## config.mk

```make
export PLATFORM = sky130hd
export DESIGN_NAME = md_iter_unit_flat
export DESIGN_NICKNAME = d
export VERILOG_FILES = /design/src/rtl/md_iter_unit_if.sv /design/src/rtl/md_iter_unit.sv /design/src/flat_wrapper.sv
export SDC_FILE = /design/constraint.sdc
export NUM_CORES = 1
export LEC_CHECK = 0
export BUFFER_PORTS_ARGS = -buffer_cell sky130_fd_sc_hd__buf_4
export CAP_MARGIN = 5
export CORE_MARGIN = 2
export CORE_UTILIZATION = 40
export DETAILED_ROUTE_END_ITERATION = 12
export PLACE_DENSITY = 0.64
export SLEW_MARGIN = 0
export SYNTH_ARGS = -nofsm -noshare
export SYNTH_HDL_FRONTEND = slang
export SYNTH_SLANG_ARGS = --single-unit
```

## constraint.sdc

```tcl
create_clock -name clk -period 4.4 [get_ports clk]
set_input_delay 0 -clock clk [delete_from_list [all_inputs] [get_ports clk]]
set_output_delay 0 -clock clk [all_outputs]
set_load 0.01 [all_outputs]
```

## src/rtl/md_iter_unit_if.sv

```systemverilog
// Request/response bundle between the EX stage and the iterative mul/div unit.
// The EX stage is the master; md_iter_unit is the slave.
interface md_iter_if #(
    parameter int DATA_WIDTH = 32
);
    logic                  start_i;
    logic [2:0]            op_i;
    logic [DATA_WIDTH-1:0] operand1_i;
    logic [DATA_WIDTH-1:0] operand2_i;
    logic                  flush_i;
    logic                  busy_o;
    logic                  done_o;
    logic [DATA_WIDTH-1:0] result_o;

    modport master (
        output start_i, op_i, operand1_i, operand2_i, flush_i,
        input  busy_o, done_o, result_o
    );

    modport slave (
        input  start_i, op_i, operand1_i, operand2_i, flush_i,
        output busy_o, done_o, result_o
    );
endinterface

```

## src/rtl/md_iter_unit.sv

```systemverilog
// Iterative RV32M multiply/divide unit. A shared 2*DATA_WIDTH accumulator runs
// either unsigned shift-add (multiply) or restoring shift-subtract (divide) on
// operand magnitudes for DATA_WIDTH cycles, then applies sign correction.
module md_iter_unit #(
    parameter int DATA_WIDTH = 32
) (
    input  logic        clk,
    input  logic        rst_n,
    md_iter_if.slave    bus
);
    localparam int W  = DATA_WIDTH;
    localparam int CW = $clog2(W);

    typedef enum logic [1:0] {S_IDLE, S_CALC, S_FINISH} state_e;
    typedef enum logic [2:0] {
        OP_MUL, OP_MULH, OP_MULHSU, OP_MULHU,
        OP_DIV, OP_DIVU, OP_REM, OP_REMU
    } op_e;

    state_e         state_q, state_d;
    logic [CW-1:0]  cnt_q, cnt_d;
    op_e            op_q, op_d;
    logic [2*W-1:0] acc_q, acc_d;       // mul: {high, multiplier}; div: {remainder, dividend/quotient}
    logic [W-1:0]   b_q, b_d;           // mul: multiplicand magnitude; div: divisor magnitude
    logic           neg_res_q, neg_res_d; // negate product (mul) or quotient (div)
    logic           neg_rem_q, neg_rem_d; // remainder follows dividend sign
    logic           special_q, special_d; // result preloaded into acc low word
    logic [W-1:0]   result_q, result_d;
    logic           done_q, done_d;

    // Launch-time operand preparation
    op_e            op_in;
    logic           is_div, sign_a, sign_b, a_neg, b_neg, div_zero, div_ovf, special;
    logic [W-1:0]   mag_a, mag_b, special_res;

    // One iteration of each algorithm
    logic [W:0]     mul_sum, rem_sh, div_diff;
    logic [2*W-1:0] mul_next, div_next;
    logic           div_ge;

    // Sign-corrected results for FINISH
    logic [2*W-1:0] prod;
    logic [W-1:0]   quo, rem, fin_res;

    // State register
    // NOTE: sequential state always uses non-blocking (<=) so every flop samples pre-edge values.
    always_ff @(posedge clk or negedge rst_n) begin
        if (!rst_n) state_q <= S_IDLE;
        else        state_q <= state_d;
    end

    // Next-state logic; flush returns to IDLE from any active state
    always_comb begin
        state_d = state_q;
        unique case (state_q)
            S_IDLE:   if (bus.start_i && !bus.flush_i) state_d = special ? S_FINISH : S_CALC;
            S_CALC:   if (bus.flush_i) state_d = S_IDLE;
                      else if (cnt_q == CW'(W - 1)) state_d = S_FINISH;
            S_FINISH: state_d = S_IDLE;
            default:  state_d = S_IDLE;
        endcase
    end

    // Operand magnitudes, sign flags and special-case detection at launch
    always_comb begin
        op_in       = op_e'(bus.op_i);
        is_div      = bus.op_i[2];
        sign_a      = (op_in == OP_MULH) || (op_in == OP_MULHSU) || (op_in == OP_DIV) || (op_in == OP_REM);
        sign_b      = (op_in == OP_MULH) || (op_in == OP_DIV) || (op_in == OP_REM);
        a_neg       = sign_a && bus.operand1_i[W-1];
        b_neg       = sign_b && bus.operand2_i[W-1];
        mag_a       = a_neg ? -bus.operand1_i : bus.operand1_i;
        mag_b       = b_neg ? -bus.operand2_i : bus.operand2_i;
        div_zero    = is_div && (bus.operand2_i == '0);
        div_ovf     = ((op_in == OP_DIV) || (op_in == OP_REM)) &&
                      (bus.operand1_i == {1'b1, {(W-1){1'b0}}}) && (bus.operand2_i == '1);
        special     = div_zero || div_ovf;
        // op_i[1] separates REM/REMU from DIV/DIVU
        if (div_zero) special_res = bus.op_i[1] ? bus.operand1_i : '1;
        else          special_res = bus.op_i[1] ? '0 : {1'b1, {(W-1){1'b0}}};
    end

    // Single iteration of shift-add and restoring shift-subtract
    always_comb begin
        mul_sum  = {1'b0, acc_q[2*W-1:W]} + (acc_q[0] ? {1'b0, b_q} : '0);
        mul_next = {mul_sum, acc_q[W-1:1]};
        rem_sh   = acc_q[2*W-1:W-1];
        div_diff = rem_sh - {1'b0, b_q};
        div_ge   = !div_diff[W];
        div_next = {div_ge ? div_diff[W-1:0] : rem_sh[W-1:0], acc_q[W-2:0], div_ge};
    end

    // Sign correction and result selection
    always_comb begin
        prod = neg_res_q ? -acc_q : acc_q;
        quo  = neg_res_q ? -acc_q[W-1:0] : acc_q[W-1:0];
        rem  = neg_rem_q ? -acc_q[2*W-1:W] : acc_q[2*W-1:W];
        if (special_q) fin_res = acc_q[W-1:0];
        else begin
            unique case (op_q)
                OP_MUL:           fin_res = prod[W-1:0];
                OP_DIV, OP_DIVU:  fin_res = quo;
                OP_REM, OP_REMU:  fin_res = rem;
                default:          fin_res = prod[2*W-1:W];
            endcase
        end
    end

    // Datapath and output register updates
    always_comb begin
        // NOTE: every signal gets a default before the case so no path leaves it unassigned (no latches).
        cnt_d     = cnt_q;
        op_d      = op_q;
        acc_d     = acc_q;
        b_d       = b_q;
        neg_res_d = neg_res_q;
        neg_rem_d = neg_rem_q;
        special_d = special_q;
        result_d  = result_q;
        done_d    = 1'b0;
        unique case (state_q)
            S_IDLE: if (bus.start_i && !bus.flush_i) begin
                op_d      = op_in;
                cnt_d     = '0;
                neg_res_d = a_neg ^ b_neg;
                neg_rem_d = a_neg;
                special_d = special;
                b_d       = is_div ? mag_b : mag_a;
                if (special)     acc_d = {{W{1'b0}}, special_res};
                else if (is_div) acc_d = {{W{1'b0}}, mag_a};
                else             acc_d = {{W{1'b0}}, mag_b};
            end
            S_CALC: if (!bus.flush_i) begin
                cnt_d = cnt_q + CW'(1);
                acc_d = op_q[2] ? div_next : mul_next;
            end
            S_FINISH: if (!bus.flush_i) begin
                result_d = fin_res;
                done_d   = 1'b1;
            end
            default: ;
        endcase
    end

    // Datapath registers
    always_ff @(posedge clk or negedge rst_n) begin
        if (!rst_n) begin
            cnt_q     <= '0;
            op_q      <= OP_MUL;
            acc_q     <= '0;
            b_q       <= '0;
            neg_res_q <= 1'b0;
            neg_rem_q <= 1'b0;
            special_q <= 1'b0;
            result_q  <= '0;
            done_q    <= 1'b0;
        end else begin
            cnt_q     <= cnt_d;
            op_q      <= op_d;
            acc_q     <= acc_d;
            b_q       <= b_d;
            neg_res_q <= neg_res_d;
            neg_rem_q <= neg_rem_d;
            special_q <= special_d;
            result_q  <= result_d;
            done_q    <= done_d;
        end
    end

    assign bus.busy_o   = (state_q != S_IDLE);
    assign bus.done_o   = done_q;
    assign bus.result_o = result_q;
endmodule

```

## src/flat_wrapper.sv

```systemverilog
// flat-port wrapper written by rule: the top's interface ports become plain ports
module md_iter_unit_flat 
#(
    parameter int DATA_WIDTH = 32
)
  (clk, rst_n, bus_start_i, bus_op_i, bus_operand1_i, bus_operand2_i, bus_flush_i, bus_busy_o, bus_done_o, bus_result_o);
  md_iter_if #(.DATA_WIDTH(DATA_WIDTH)) bus_i ();
  input  logic clk;
  input  logic rst_n;
  input wire logic [$bits(bus_i.start_i)-1:0] bus_start_i;
  input wire logic [$bits(bus_i.op_i)-1:0] bus_op_i;
  input wire logic [$bits(bus_i.operand1_i)-1:0] bus_operand1_i;
  input wire logic [$bits(bus_i.operand2_i)-1:0] bus_operand2_i;
  input wire logic [$bits(bus_i.flush_i)-1:0] bus_flush_i;
  output wire logic [$bits(bus_i.busy_o)-1:0] bus_busy_o;
  output wire logic [$bits(bus_i.done_o)-1:0] bus_done_o;
  output wire logic [$bits(bus_i.result_o)-1:0] bus_result_o;
  assign bus_i.start_i = bus_start_i;
  assign bus_i.op_i = bus_op_i;
  assign bus_i.operand1_i = bus_operand1_i;
  assign bus_i.operand2_i = bus_operand2_i;
  assign bus_i.flush_i = bus_flush_i;
  assign bus_busy_o = bus_i.busy_o;
  assign bus_done_o = bus_i.done_o;
  assign bus_result_o = bus_i.result_o;
  md_iter_unit #(.DATA_WIDTH(DATA_WIDTH)) u_core (.clk(clk), .rst_n(rst_n), .bus(bus_i));
endmodule
```

==> impl_results.md <==
* Worst rel slew slack at 0.191
* Hold_buf cts at 7
* Vias/cell at 6.28
* Clock Path Buffers at 2
* Sequence of cells on the critical path: inv_1 > fa_1 > nor2b_1 > o2111ai_1 > a211oi_1 > o21ai_0 > a2111oi_0 > o21ai_0 > xnor2_2 > buf_4 > mux2_2 > a21oi_1 > nor2_1
* Mapped Cells at 2003
* Top cell type's share of synthesized area at 0.239
* Top delay family on crit path: compound AO/OA/AOI/OAI gates
* Power density over the cells at 568 nW/um2
* Endpoint type of the worst setup path: flip-flop
* Biggest area consumer among synthesized cells: dfrtp_1
* Placed instance count at 2477
* Crit path largest cell delay at 640 ps
* Number of flops mapped to enable cells by yosys at 0
* Multi-input combinational cell area at 10500 um2
* Hold depth at 5
* Total wire length at 59.5 mm
* Final worst path period share at 0.924
* Clk sink count at 142
* Routed WL per cell at 23.6 um
* Post-Syn Area at 14900 um2
* Register bit total from synthesis at 142
* Util after Layout at 0.458
* Worst Path Required at 4740 ps
* Resized cells post-CTS at 0
* Share of cells above drive strength 1 at 0.113
* Rows at 70
* Min-delay src: bus_operand1_i[25]
* Cell mode on critical path: o21ai_0
* Syn_area_per_cell at 7.43 um2
* Die width at 197 um
* Max Cap Violations at 0
* Time the worst path needs with I/O delays and setup at 4070 ps
* Worst setup SP type: flip-flop
* Worst vdd ir at 0.000334 V
* TritonRoute pass-1 iters at 6
* Core area at 36600 um2
* Hold path endpoint: u_core.acc_q[25]
* Yosys cell types at 75
* Initial Utilization at 0.407
* Postcts setup bufs at 0
* Synth top cells by count: o21ai_0 (239), a21oi_1 (209), nand2_1 (200), nor2_1 (161), dfrtp_1 (142)
* Die area at 38800 um2
* Reg-to-Reg Start: u_core.acc_q[32]
* GRT overflow at 0
* Syn nets at 2147
* Number of global-route vias before repair at 15.0k
* DR iter-0 viols at 1601
* Synthesis Warnings at 0
* Pre-CTS WS at 364 ps
* Final Max Tran Viols at 0
* Pin slew with the least headroom to its limit at 1210 ps
* GRT Total Usage at 0.306
* Area grow syn2layout at 12.6%
* Buffers on Ports at 104
* Seq/Total Area, Yosys at 0.239
* DR DRC count at 0
* Max H-tree Level at 4
* Critical path's slowest cell: a2111oi_0
* WP data arrival at 4410 ps
* Top Ports at 105
* Async SR Flop Fraction at 1.00
* Fmax at 246 MHz
* Root buffer cell: clkbuf_16
* Final setup fails at 0
* Total area of sequential cells at 3560 um2
* R2r endpoint: u_core.acc_q[36]
* Post-route ant nets at 0
* Crit path max fanout at 19
* Worst Skew at 11.2 ps
* Largest net degree at the start of global routing at 59
* Insertion delay to the later sink of the worst-skew pair at 450 ps
* Clock transition at the registers of the reported paths at 70 ps
* Non-Filler Instances at 2518
* Ranking of synthesized cells by area: dfrtp_1 (24%), o21ai_0 (8.0%), a21oi_1 (7.0%)
* First-pass GRT wire length at 91.0 mm
* Leak pwr at 7.11 nW
* Setup TNS at 0 ps
* Final Power at 0.00953 W
* CTS tree: done
* HP Class: in2reg
* Most frequent cell after synthesis: o21ai_0
* Filler cell count at 3734
* R2R setup slack at 330 ps
* Vias at 15.8k
* CTS buffer count at 17
* Layout Nets at 2179
* Initial antenna violation count at 2
* Worst r2r path cells at 13
* Endpoints failing hold at 0
* RSZ-0062 raised after global routing: no
* Run status: completed
* GP Congestion at 0.987
* Height of the chip at 197 um
* Top FF cell, synth: dfrtp_1
* WS Path Type: reg2reg
* CP bufs+invs at 2
* Final WS setup at 335 ps
* Estimated wirelength of the detail-placed design at 45.0 mm
[final cells by class]
class	instances	area share
Clock buffer	18	0.0262
Timing Repair Buffer	165	0.0752
Inverter	68	0.0152
Tap cell	468	0.0349
Clock inverter	14	0.00836
Antenna cell	2	0.000299
Multi-Input combinational cell	1641	0.628
Sequential cell	142	0.212
[layer usage]
| layer | vias up | track usage | routed length, um |
|---|---|---|---|
| li1 | 7348 | - | - |
| met1 | 7559 | 0.420 | 26100 |
| met2 | 766 | 0.478 | 26300 |
| met3 | 130 | 0.0402 | 4270 |
| met4 | 2 | 0.143 | 2820 |
| met5 | - | 0 | 10 |
[state kept, by name (all words and copies together), names as in the netlist]
signal / count
u_core.neg_rem_q: 1
u_core.acc_q: 64
u_core.state_q: 2
u_core.special_q: 1
u_core.neg_res_q: 1
u_core.bus.result_o: 32
u_core.b_q: 32
u_core.bus.done_o: 1
u_core.cnt_q: 5
u_core.op_q: 3
[power by group]
group          total (W)  leakage [nW]  internal [W]  switching (W)
registers        0.00222          1.82       0.00159       0.000624
logic            0.00582          5.00       0.00227        0.00355
clock network    0.00149         0.288      0.000772       0.000716
[stage by stage]
stage	hold WS [ps]	instance area, um2
floorplan	-296	14900
global placement	-17.1	16100
detailed placement	-21.3	16100
CTS	0.907	16800
global route	31.2	16800
finish	1.72	16800
[kinds of logic after synthesis]
group	Yosys count	share of synthesized area
flip-flops	142	0.239
multiplexers	59	0.0405
adder cells (fa/ha/maj)	73	0.0624
buffers and inverters	220	0.0565
AND/OR/NAND/NOR	586	0.188
XOR/XNOR	197	0.116
AO/OA/AOI/OAI	726	0.298
[worst reg2reg max path: cells and delay by family (launching register included)]
kind	cells	cell delay (ps)
compound gates	6	1700
flops	1	500
fa+ha+maj	1	460
buf+inv	2	470
mux	1	380
xor+xnor	1	220
simple gates	2	230
[layout by cell type (no fill, tap or decap), drive strengths merged, types with 27 or more instances in the layout]
master	instances
xor2	87
a21oi	209
nand2b	28
nor3	27
ha	71
mux2i	49
nor2	161
xnor2	110
inv	78
nand2	200
o211ai	37
a21o	28
nand3	31
buf	158
o21ai	252
dfrtp	142
or4	27
[worst max-delay path by stage]
stage / from / endpoint / slack (ps) / cells past startpoint
3_3_place_gp: bus_operand2_i[2] / u_core.acc_q[0] / 320 / 12
2_1_floorplan: u_core.acc_q[31] / u_core.acc_q[35] / 680 / 14
3_5_place_dp: bus_operand2_i[2] / u_core.acc_q[0] / 360 / 12
4_1_cts: u_core.acc_q[32] / u_core.acc_q[36] / 370 / 13
6_report: u_core.acc_q[32] / u_core.acc_q[36] / 330 / 13
5_1_grt: u_core.acc_q[0] / u_core.acc_q[63] / 10 / 13
No activity file was read; power rests on OpenSTA's default activity.
